==> config.mk <==
export PLATFORM = sky130hd
export DESIGN_NAME = hash_table_cmd_queue_flat
export DESIGN_NICKNAME = d
export VERILOG_FILES = /design/src/rtl/hash_table_cmd_queue_if.sv /design/src/rtl/hash_table_cmd_queue.sv /design/src/flat_wrapper.sv
export SDC_FILE = /design/constraint.sdc
export NUM_CORES = 1
export LEC_CHECK = 0
export CAP_MARGIN = 20
export CORE_UTILIZATION = 35
export CTS_BUF_LIST = sky130_fd_sc_hd__clkbuf_8
export DETAILED_ROUTE_END_ITERATION = 8
export PLACE_DENSITY_LB_ADDON = 0.05
export SKIP_LAST_GASP = 1
export SLEW_MARGIN = 20
export SYNTH_ARGS = -nofsm -noshare
export SYNTH_HDL_FRONTEND = slang
export SYNTH_SLANG_ARGS = --single-unit
==> constraint.sdc <==
create_clock -name clk -period 20.2 [get_ports clk]
set_input_delay 4.04 -clock clk [delete_from_list [all_inputs] [get_ports clk]]
set_output_delay 4.04 -clock clk [all_outputs]
set_load 0.1 [all_outputs]
==> src/rtl/hash_table_cmd_queue_if.sv <==
// Signal bundle between command masters, the command queue and hash_table.
// Latency: none, wiring only.
// Backpressure: cmd_ready / rsp_ready carry the valid-ready flow control.
interface hash_table_cmd_queue_if #(
    parameter int KEY_WIDTH   = 32,
    parameter int VALUE_WIDTH = 32,
    parameter int FIFO_DEPTH  = 4
);
    localparam int CW = $clog2(FIFO_DEPTH) + 1;

    // command channel
    logic                   cmd_valid;
    logic                   cmd_ready;
    logic [1:0]             cmd_op;
    logic [KEY_WIDTH-1:0]   cmd_key;
    logic [VALUE_WIDTH-1:0] cmd_value;
    // response channel
    logic                   rsp_valid;
    logic                   rsp_ready;
    logic [1:0]             rsp_op;
    logic [KEY_WIDTH-1:0]   rsp_key;
    logic [VALUE_WIDTH-1:0] rsp_value;
    logic                   rsp_error;
    logic                   rsp_timeout;
    // hash_table side
    logic [KEY_WIDTH-1:0]   ht_key_in;
    logic [VALUE_WIDTH-1:0] ht_value_in;
    logic [1:0]             ht_op_sel;
    logic                   ht_op_en;
    logic [VALUE_WIDTH-1:0] ht_value_out;
    logic                   ht_op_done;
    logic                   ht_op_error;
    // status
    logic [CW-1:0]          fifo_count;
    logic                   busy;

    // the queue itself
    modport slave (
        input  cmd_valid, cmd_op, cmd_key, cmd_value, rsp_ready,
               ht_value_out, ht_op_done, ht_op_error,
        output cmd_ready, rsp_valid, rsp_op, rsp_key, rsp_value, rsp_error, rsp_timeout,
               ht_key_in, ht_value_in, ht_op_sel, ht_op_en, fifo_count, busy
    );

    // command source, response sink and hash_table as seen from outside
    modport master (
        output cmd_valid, cmd_op, cmd_key, cmd_value, rsp_ready,
               ht_value_out, ht_op_done, ht_op_error,
        input  cmd_ready, rsp_valid, rsp_op, rsp_key, rsp_value, rsp_error, rsp_timeout,
               ht_key_in, ht_value_in, ht_op_sel, ht_op_en, fifo_count, busy
    );
endinterface

==> src/rtl/hash_table_cmd_queue.sv <==
// In-order command FIFO that serialises insert/delete/search requests onto hash_table.
// Latency: command accepted into an empty queue at edge N raises ht_op_en after N+1.
// Backpressure: cmd_ready = !full (no pop bypass); response held until rsp_ready.
module hash_table_cmd_queue #(
    parameter int KEY_WIDTH      = 32,
    parameter int VALUE_WIDTH    = 32,
    parameter int FIFO_DEPTH     = 4,
    parameter int TIMEOUT_CYCLES = 255
) (
    input  logic                 clk,
    input  logic                 rst,
    hash_table_cmd_queue_if.slave bus
);
    localparam int PW = $clog2(FIFO_DEPTH);
    localparam int CW = PW + 1;
    localparam int TW = $clog2(TIMEOUT_CYCLES + 1);
    localparam logic [1:0]    OP_SEARCH  = 2'b10;
    localparam logic [1:0]    OP_ILLEGAL = 2'b11;
    localparam logic [TW-1:0] TO_LAST    = TW'(TIMEOUT_CYCLES - 1);

    typedef struct packed {
        logic [1:0]             op;
        logic [KEY_WIDTH-1:0]   key;
        logic [VALUE_WIDTH-1:0] value;
    } cmd_t;

    typedef enum logic [1:0] {IDLE, ISSUE, RESP, COOL} state_t;

    cmd_t                   mem_q [FIFO_DEPTH];
    logic [PW-1:0]          wr_ptr_q, wr_ptr_d;
    logic [PW-1:0]          rd_ptr_q, rd_ptr_d;
    logic [CW-1:0]          count_q, count_d;
    state_t                 state_q;
    logic [TW-1:0]          tmo_cnt_q;
    logic [KEY_WIDTH-1:0]   ht_key_in_q;
    logic [VALUE_WIDTH-1:0] ht_value_in_q;
    logic [1:0]             ht_op_sel_q;
    logic                   ht_op_en_q;
    logic                   rsp_valid_q;
    logic [1:0]             rsp_op_q;
    logic [KEY_WIDTH-1:0]   rsp_key_q;
    logic [VALUE_WIDTH-1:0] rsp_value_q;
    logic                   rsp_error_q;
    logic                   rsp_timeout_q;

    logic full;
    logic push;
    logic pop;
    cmd_t cmd_in;
    cmd_t head;

    assign full   = (count_q == CW'(FIFO_DEPTH));
    assign push   = bus.cmd_valid && bus.cmd_ready;
    assign pop    = (state_q == IDLE) && (count_q != '0);
    assign cmd_in = '{op: bus.cmd_op, key: bus.cmd_key, value: bus.cmd_value};
    assign head   = mem_q[rd_ptr_q];

    assign bus.cmd_ready   = rst && !full;
    assign bus.fifo_count  = count_q;
    assign bus.busy        = (state_q != IDLE) || (count_q != '0);
    assign bus.ht_key_in   = ht_key_in_q;
    assign bus.ht_value_in = ht_value_in_q;
    assign bus.ht_op_sel   = ht_op_sel_q;
    assign bus.ht_op_en    = ht_op_en_q;
    assign bus.rsp_valid   = rsp_valid_q;
    assign bus.rsp_op      = rsp_op_q;
    assign bus.rsp_key     = rsp_key_q;
    assign bus.rsp_value   = rsp_value_q;
    assign bus.rsp_error   = rsp_error_q;
    assign bus.rsp_timeout = rsp_timeout_q;

    // next-state for FIFO pointers and occupancy; power-of-2 depth wraps naturally
    always_comb begin
        wr_ptr_d = wr_ptr_q + PW'(push);
        rd_ptr_d = rd_ptr_q + PW'(pop);
        count_d  = count_q + CW'(push) - CW'(pop);
    end

    // FIFO storage: payload needs no reset, only the pointers do
    always_ff @(posedge clk) begin
        if (push) begin
            mem_q[wr_ptr_q] <= cmd_in;
        end
    end

    // FIFO pointer and occupancy registers
    always_ff @(posedge clk) begin
        if (!rst) begin
            wr_ptr_q <= '0;
            rd_ptr_q <= '0;
            count_q  <= '0;
        end else begin
            wr_ptr_q <= wr_ptr_d;
            rd_ptr_q <= rd_ptr_d;
            count_q  <= count_d;
        end
    end

    // issue FSM: one request outstanding, registered hash_table and response outputs
    always_ff @(posedge clk) begin
        if (!rst) begin
            state_q       <= IDLE;
            tmo_cnt_q     <= '0;
            ht_key_in_q   <= '0;
            ht_value_in_q <= '0;
            ht_op_sel_q   <= '0;
            ht_op_en_q    <= 1'b0;
            rsp_valid_q   <= 1'b0;
            rsp_op_q      <= '0;
            rsp_key_q     <= '0;
            rsp_value_q   <= '0;
            rsp_error_q   <= 1'b0;
            rsp_timeout_q <= 1'b0;
        end else begin
            case (state_q)
                IDLE: begin
                    if (pop) begin
                        rsp_op_q  <= head.op;
                        rsp_key_q <= head.key;
                        if (head.op == OP_ILLEGAL) begin
                            // never reaches hash_table; answered directly
                            rsp_valid_q   <= 1'b1;
                            rsp_error_q   <= 1'b1;
                            rsp_value_q   <= '0;
                            rsp_timeout_q <= 1'b0;
                            state_q       <= RESP;
                        end else begin
                            ht_key_in_q   <= head.key;
                            ht_value_in_q <= head.value;
                            ht_op_sel_q   <= head.op;
                            ht_op_en_q    <= 1'b1;
                            tmo_cnt_q     <= '0;
                            state_q       <= ISSUE;
                        end
                    end
                end
                ISSUE: begin
                    if (bus.ht_op_done) begin
                        // done has priority over a coincident timeout
                        ht_op_en_q    <= 1'b0;
                        rsp_valid_q   <= 1'b1;
                        rsp_error_q   <= bus.ht_op_error;
                        rsp_timeout_q <= 1'b0;
                        rsp_value_q   <= (ht_op_sel_q == OP_SEARCH && !bus.ht_op_error)
                                         ? bus.ht_value_out : '0;
                        state_q       <= RESP;
                    end else if (tmo_cnt_q == TO_LAST) begin
                        ht_op_en_q    <= 1'b0;
                        rsp_valid_q   <= 1'b1;
                        rsp_error_q   <= 1'b1;
                        rsp_timeout_q <= 1'b1;
                        rsp_value_q   <= '0;
                        state_q       <= RESP;
                    end else begin
                        tmo_cnt_q <= tmo_cnt_q + 1'b1;
                    end
                end
                RESP: begin
                    if (bus.rsp_ready) begin
                        rsp_valid_q <= 1'b0;
                        state_q     <= COOL;
                    end
                end
                COOL: begin
                    // let hash_table release op_done before the next request
                    if (!bus.ht_op_done) begin
                        state_q <= IDLE;
                    end
                end
                default: state_q <= IDLE;
            endcase
        end
    end
endmodule

==> src/flat_wrapper.sv <==
// flat-port wrapper written by rule: the top's interface ports become plain ports
module hash_table_cmd_queue_flat 
#(
    parameter int KEY_WIDTH      = 32,
    parameter int VALUE_WIDTH    = 32,
    parameter int FIFO_DEPTH     = 4,
    parameter int TIMEOUT_CYCLES = 255
)
  (clk, rst, bus_cmd_valid, bus_cmd_op, bus_cmd_key, bus_cmd_value, bus_rsp_ready, bus_ht_value_out, bus_ht_op_done, bus_ht_op_error, bus_cmd_ready, bus_rsp_valid, bus_rsp_op, bus_rsp_key, bus_rsp_value, bus_rsp_error, bus_rsp_timeout, bus_ht_key_in, bus_ht_value_in, bus_ht_op_sel, bus_ht_op_en, bus_fifo_count, bus_busy);
  hash_table_cmd_queue_if #(.KEY_WIDTH(KEY_WIDTH), .VALUE_WIDTH(VALUE_WIDTH), .FIFO_DEPTH(FIFO_DEPTH)) bus_i ();
  input  logic clk;
  input  logic rst;
  input wire logic [$bits(bus_i.cmd_valid)-1:0] bus_cmd_valid;
  input wire logic [$bits(bus_i.cmd_op)-1:0] bus_cmd_op;
  input wire logic [$bits(bus_i.cmd_key)-1:0] bus_cmd_key;
  input wire logic [$bits(bus_i.cmd_value)-1:0] bus_cmd_value;
  input wire logic [$bits(bus_i.rsp_ready)-1:0] bus_rsp_ready;
  input wire logic [$bits(bus_i.ht_value_out)-1:0] bus_ht_value_out;
  input wire logic [$bits(bus_i.ht_op_done)-1:0] bus_ht_op_done;
  input wire logic [$bits(bus_i.ht_op_error)-1:0] bus_ht_op_error;
  output wire logic [$bits(bus_i.cmd_ready)-1:0] bus_cmd_ready;
  output wire logic [$bits(bus_i.rsp_valid)-1:0] bus_rsp_valid;
  output wire logic [$bits(bus_i.rsp_op)-1:0] bus_rsp_op;
  output wire logic [$bits(bus_i.rsp_key)-1:0] bus_rsp_key;
  output wire logic [$bits(bus_i.rsp_value)-1:0] bus_rsp_value;
  output wire logic [$bits(bus_i.rsp_error)-1:0] bus_rsp_error;
  output wire logic [$bits(bus_i.rsp_timeout)-1:0] bus_rsp_timeout;
  output wire logic [$bits(bus_i.ht_key_in)-1:0] bus_ht_key_in;
  output wire logic [$bits(bus_i.ht_value_in)-1:0] bus_ht_value_in;
  output wire logic [$bits(bus_i.ht_op_sel)-1:0] bus_ht_op_sel;
  output wire logic [$bits(bus_i.ht_op_en)-1:0] bus_ht_op_en;
  output wire logic [$bits(bus_i.fifo_count)-1:0] bus_fifo_count;
  output wire logic [$bits(bus_i.busy)-1:0] bus_busy;
  assign bus_i.cmd_valid = bus_cmd_valid;
  assign bus_i.cmd_op = bus_cmd_op;
  assign bus_i.cmd_key = bus_cmd_key;
  assign bus_i.cmd_value = bus_cmd_value;
  assign bus_i.rsp_ready = bus_rsp_ready;
  assign bus_i.ht_value_out = bus_ht_value_out;
  assign bus_i.ht_op_done = bus_ht_op_done;
  assign bus_i.ht_op_error = bus_ht_op_error;
  assign bus_cmd_ready = bus_i.cmd_ready;
  assign bus_rsp_valid = bus_i.rsp_valid;
  assign bus_rsp_op = bus_i.rsp_op;
  assign bus_rsp_key = bus_i.rsp_key;
  assign bus_rsp_value = bus_i.rsp_value;
  assign bus_rsp_error = bus_i.rsp_error;
  assign bus_rsp_timeout = bus_i.rsp_timeout;
  assign bus_ht_key_in = bus_i.ht_key_in;
  assign bus_ht_value_in = bus_i.ht_value_in;
  assign bus_ht_op_sel = bus_i.ht_op_sel;
  assign bus_ht_op_en = bus_i.ht_op_en;
  assign bus_fifo_count = bus_i.fifo_count;
  assign bus_busy = bus_i.busy;
  hash_table_cmd_queue #(.KEY_WIDTH(KEY_WIDTH), .VALUE_WIDTH(VALUE_WIDTH), .FIFO_DEPTH(FIFO_DEPTH), .TIMEOUT_CYCLES(TIMEOUT_CYCLES)) u_core (.clk(clk), .rst(rst), .bus(bus_i));
endmodule
== After elaboration in Yosys (flattened, before gate mapping) ==
Memories as Yosys holds them, arrays and structs flattened. A register that Yosys moved wholly into a read port is not among the register bits.
Index checks and enable logic that the tools add are counted.
Widths: inputs -> output; s select.
Word-level totals
  memories kept: 1
  memory bits (writable): 264
  logic and storage cells: 94
  input port bits: 104
  register bits: 153
  output and inout bits: 141
Memory list
  u_core.mem_q: words 4, bits a word 66, rd ports 1, clocked after memory_dff 1, write ports 1, line hash_table_cmd_queue.sv:29  | cmd_t mem_q [FIFO_DEPTH];
Cells by class
  eq/ne operators: 15
  bitwise logic cells: 1
  multiplexer cells: 38
  reduce and logical (&&, ||, !) cells: 19
  $add $sub $neg: 5
Operators by type and width (number)
  $mux 32: 5
  $pmux 32 s2: 1
  $mux 8: 4
  $pmux 8 s2: 1
  $mux 1: 15
  $mux 2: 7
  $ne 2x2->1 const B: 6
  $reduce_and 4->1: 3
  $reduce_and 5->1: 2
  $add 8x1->8 const B: 1
  $eq 2x2->1 const B: 4
  $eq 8x8->1 const B: 1
  $pmux 2 s4: 1
  $pmux 1 s2: 3
  $reduce_bool 3->1: 2
  $add 2x1->2: 2
  $logic_and 1x1->1: 4
  $reduce_bool 2->1: 2
  $add 3x1->3: 1
  $eq 3x3->1 const B: 1
  $ne 3x2->1 const B: 1
  $pmux 1 s3: 1
  $reduce_and 3->1: 1
  $sub 3x1->3: 1
  7 further kinds: 8

== Longest topological paths before layout ==
  depth after elaboration: 6
  depth in mapped cells: 13
  gate-level depth less buffers: 11

== Least setup slack after synthesis ==
Ideal clock, no wire load.
  path type: in2reg
  from: in rst
  to: mem u_core.mem_q[0][0] (netlist bit), enable pin
  stages: 4
  arrival: 11.000 ns
  required time: 19.615 ns
  path buffers: 0
  path slack: 8.615 ns
  setup time: 0.585 ns
  cells stage by stage: clkinv_1 > a31oi_1 > and2_0 > nor3b_1
On the way
  longest elaborated chain between the ends: 4
RTL lines
  start: declaration: line flat_wrapper.sv:12  | input logic rst;
  $logic_and 1x1->1: line hash_table_cmd_queue.sv:58  | assign bus.cmd_ready = rst && !full;
  named net bus_cmd_ready: line flat_wrapper.sv:21  | output wire logic [$bits(bus_i.cmd_ready)-1:0] bus_cmd_ready;
  $logic_and 1x1->1: line hash_table_cmd_queue.sv:53  | assign push = bus.cmd_valid && bus.cmd_ready;
  $mux 1: line hash_table_cmd_queue.sv:81  | if (push) begin
  $mux 1 (not written as such): line hash_table_cmd_queue.sv:82  | mem_q[wr_ptr_q] <= cmd_in;
  end: declaration: line hash_table_cmd_queue.sv:29
The timed path passes the listed nets, and every way through them passes these cells.

== Worst setup path after layout ==
  from: in rst
  to: out bus_cmd_ready
On the way
  longest elaborated chain between the ends: 1
RTL lines (line)
  $logic_and 1x1->1: hash_table_cmd_queue.sv:58
  end: declaration: flat_wrapper.sv:21
No other way between the ends.

==> impl_metrics.yaml <==
critical_path:
  critPathMaxFanout: 47
  worstSetupStartpointType: "input port"
  worst_r2r_startpoint: "u_core.rd_ptr_q[0]"
  worst_ep_required_time_ns: 16.16
  setup.worst_path.end_class: "output pin"
  rrSetupSlack_ns: 15.85
  arrival_ns: 6.83
  worstRegToRegCells: 7
  crit-reg2reg-capture: "u_core.bus.ht_value_in[12]"
  critPathKind: "in -> out"
detailed_routing:
  viasPerCell: 4.71
  wl_um: 37700
  via_count: 9327
  drt_iter0_markers: 492
  drt-wirelength-per-cell_um: 19.1
  first_pass_iters: 6
  ant_nets: 0
  drc: 0
grt:
  first_global_vias: 9665
  grt_util_all_layers: 0.171
  overflow: 0
  grt_max_degree: 72
  grt_pass1_wl_um: 57200
  antenna_found_initial: 4
clocking:
  path_clk_slew_ns: 0.06
  cts.sinks: 417
  cts_buffers: 76
  cts_resized: 0
  htreeDepth: 3
  cts_hold_buf: 0
  clockRootBuffer: "clkbuf_8"
  postCtsSetupRepairBufs: 0
  cts_tree: "built"
  clk_latency_ns: 0.59
  cts_buffer_depth: 3
timing:
  fin_skew_ns: 0.0201
  finalHoldViolCount: 0
  maxSlewViolCount: 0
  worst_hold_slack_ns: 0.453
  setup-tns-final_ns: 0
  period_needed_ns: 10.87
  tightest_slew_ns: 1.09
  max-slew-margin-rel: 0.270
  setup_viol: 0
  grt_setup_unrepaired: "false"
  worst_slack_ns: 9.33
  finalCritPeriodShare: 0.538
  max_freq_ghz: 0.0920
logic_synthesis:
  synth_area_leaders: "edfxtp_1, dfxtp_1, mux4_2"
  synth_warnings: 0
  syn_area_per_cell_um2: 14.5
  yosysMostFrequentCell: "nand2_1"
  synth_seq_area_share: 0.715
  async_reset_ff_frac: 0
  synth_top_area_frac: 0.516
  ys.flop_type: "edfxtp_1"
  synthCells: 1059
  synth_nets: 1175
  synthTopCellsByCount: "nand2_1, edfxtp_1, dfxtp_1"
  syn_area_um2: 15400
  ys_types: 46
  synth_seq_cells: 417
  synth_top_area_cell: "edfxtp_1"
  synth_edf_count: 264
finish:
  instances_no_fill: 1979
  design_area_um2: 19800
  final_core_util: 0.459
  drive_gt1_frac: 0.135
  multi_input_area_um2: 4100
  area_growth_pct: 29.1
  fill_cells: 3997
  nets: 1449
  register_area_um2: 11000
floorplan:
  initial_utilization: 0.356
  die_h_um: 211
  dieWidth_um: 211
  num_rows: 76
  dieArea_um2: 44700
  ios: 245
  core_region_area_um2: 43200
placement:
  place_inst: 1840
  placed_area_um2: 18400
  place_ws_ns: 9.27
  port_buffers: 244
  post-dp-hpwl_um: 21900
  gp_congestion: 0.707
pwr:
  swShare: 0.430
  internal_power_mw: 1.72
  p_switching_mw: 1.30
  p_leak_nw: 6.58
  pwr-share-clk: 0.244
  ir_drop_mv: 0.104
  finalPower_mw: 3.02
  p_comb_frac: 0.398
  p_per_area_nw_per_um2: 153
  pwr-share-seq: 0.358
worst_hold_path:
  hp-class: "reg -> reg"
  hold_depth: 2
  hp-start: "u_core.bus.rsp_timeout"
  worstHoldEndpoint: "u_core.bus.rsp_timeout"
flow_run:
  cap_viol_max_count: 0
run_status:
  status: "finished, final reports clean"
[worst max-delay path by stage]
stage / slack, ns / from / depth (start not counted) / to
after CTS: 9.27 / rst / 5 / bus_cmd_ready
after detailed placement: 9.27 / rst / 5 / bus_cmd_ready
final: 9.33 / rst / 5 / bus_cmd_ready
after floorplan: 8.62 / rst / 4 / u_core.mem_q[0][0]
after global placement: 9.26 / rst / 5 / bus_cmd_ready
after global routing: 9.17 / rst / 5 / bus_cmd_ready
[cell type report]
class                   instances  share of cell area
repair buffers                256               0.128
clock inverters                52              0.0117
well taps                     585              0.0369
multi-input cells             571               0.207
flip-flops and latches        417               0.555
inverters                      11             0.00221
diodes                          1            0.000126
clock buffers                  86              0.0597
[power by group through the flow]
stage,Clock [mW],Combinational [mW],Sequential (mW)
2_1_floorplan,0,0.389,1.61
3_3_place_gp,0,1.22,1.10
3_5_place_dp,0,1.22,1.10
4_1_cts,0.766,1.22,1.09
5_1_grt,0.807,1.27,1.10
6_report,0.737,1.21,1.08
[state kept, by name, indices dropped and copies added, names as in the netlist]
register,cells
u_core.bus.rsp_valid,1
u_core.bus.rsp_error,1
u_core.bus.ht_op_en,1
u_core.bus.rsp_timeout,1
u_core.bus.rsp_key,32
u_core.bus.ht_key_in,32
u_core.tmo_cnt_q,8
u_core.wr_ptr_q,2
u_core.bus.rsp_value,32
u_core.bus.ht_op_sel,2
u_core.rd_ptr_q,2
u_core.bus.fifo_count,3
u_core.bus.rsp_op,2
u_core.mem_q,264
u_core.state_q,2
u_core.bus.ht_value_in,32
[per-layer routing]
metal  vias to the layer above  part of all wire  GRT usage
met5                         -            0.0014          0
met4                         8             0.015     0.0565
met3                        51             0.063     0.0469
met2                       258              0.47      0.273
met1                      4588              0.45      0.223
li1                       4422                 -          -
[placed cells by master, fill, tap and decap left out, types with 2 or more instances in the layout]
cell / count
xnor2_1: 4
o21ai_0: 5
buf_4: 12
o31ai_1: 3
and2_1: 6
nor2_1: 10
clkinv_1: 11
nand3_1: 5
a21oi_1: 106
nor3_1: 3
dfxtp_4: 2
nand2_1: 275
mux2i_1: 33
o21a_1: 4
dfxtp_1: 151
o21ai_1: 3
edfxtp_1: 264
mux4_2: 66
clkdlybuf4s50_1: 244
nor2_4: 3
clkinv_2: 6
ha_1: 11
a31oi_1: 2
or4_1: 4
clkbuf_8: 86
nand4_1: 3
nor2b_1: 4
inv_1: 42
[worst max-delay path, cell delays in order]
cell and delay [ns]:
clkdlybuf4s50_1 0.45, buf_4 0.45, inv_4 0.35, a31oi_1 0.29
clkdlybuf4s50_1 1.21
[cells by family after synthesis]
| kind of cell | Yosys count | synth area share |
|---|---|---|
| multiplexers | 99 | 0.118 |
| XOR/XNOR | 4 | 0.00228 |
| AND/OR/NAND/NOR | 325 | 0.0863 |
| adder cells (fa/ha/maj) | 12 | 0.0103 |
| buffers and inverters | 71 | 0.0200 |
| AO/OA/AOI/OAI | 131 | 0.0474 |
| flip-flops | 417 | 0.715 |
Note: power is estimated with default switching activity, not from simulation.
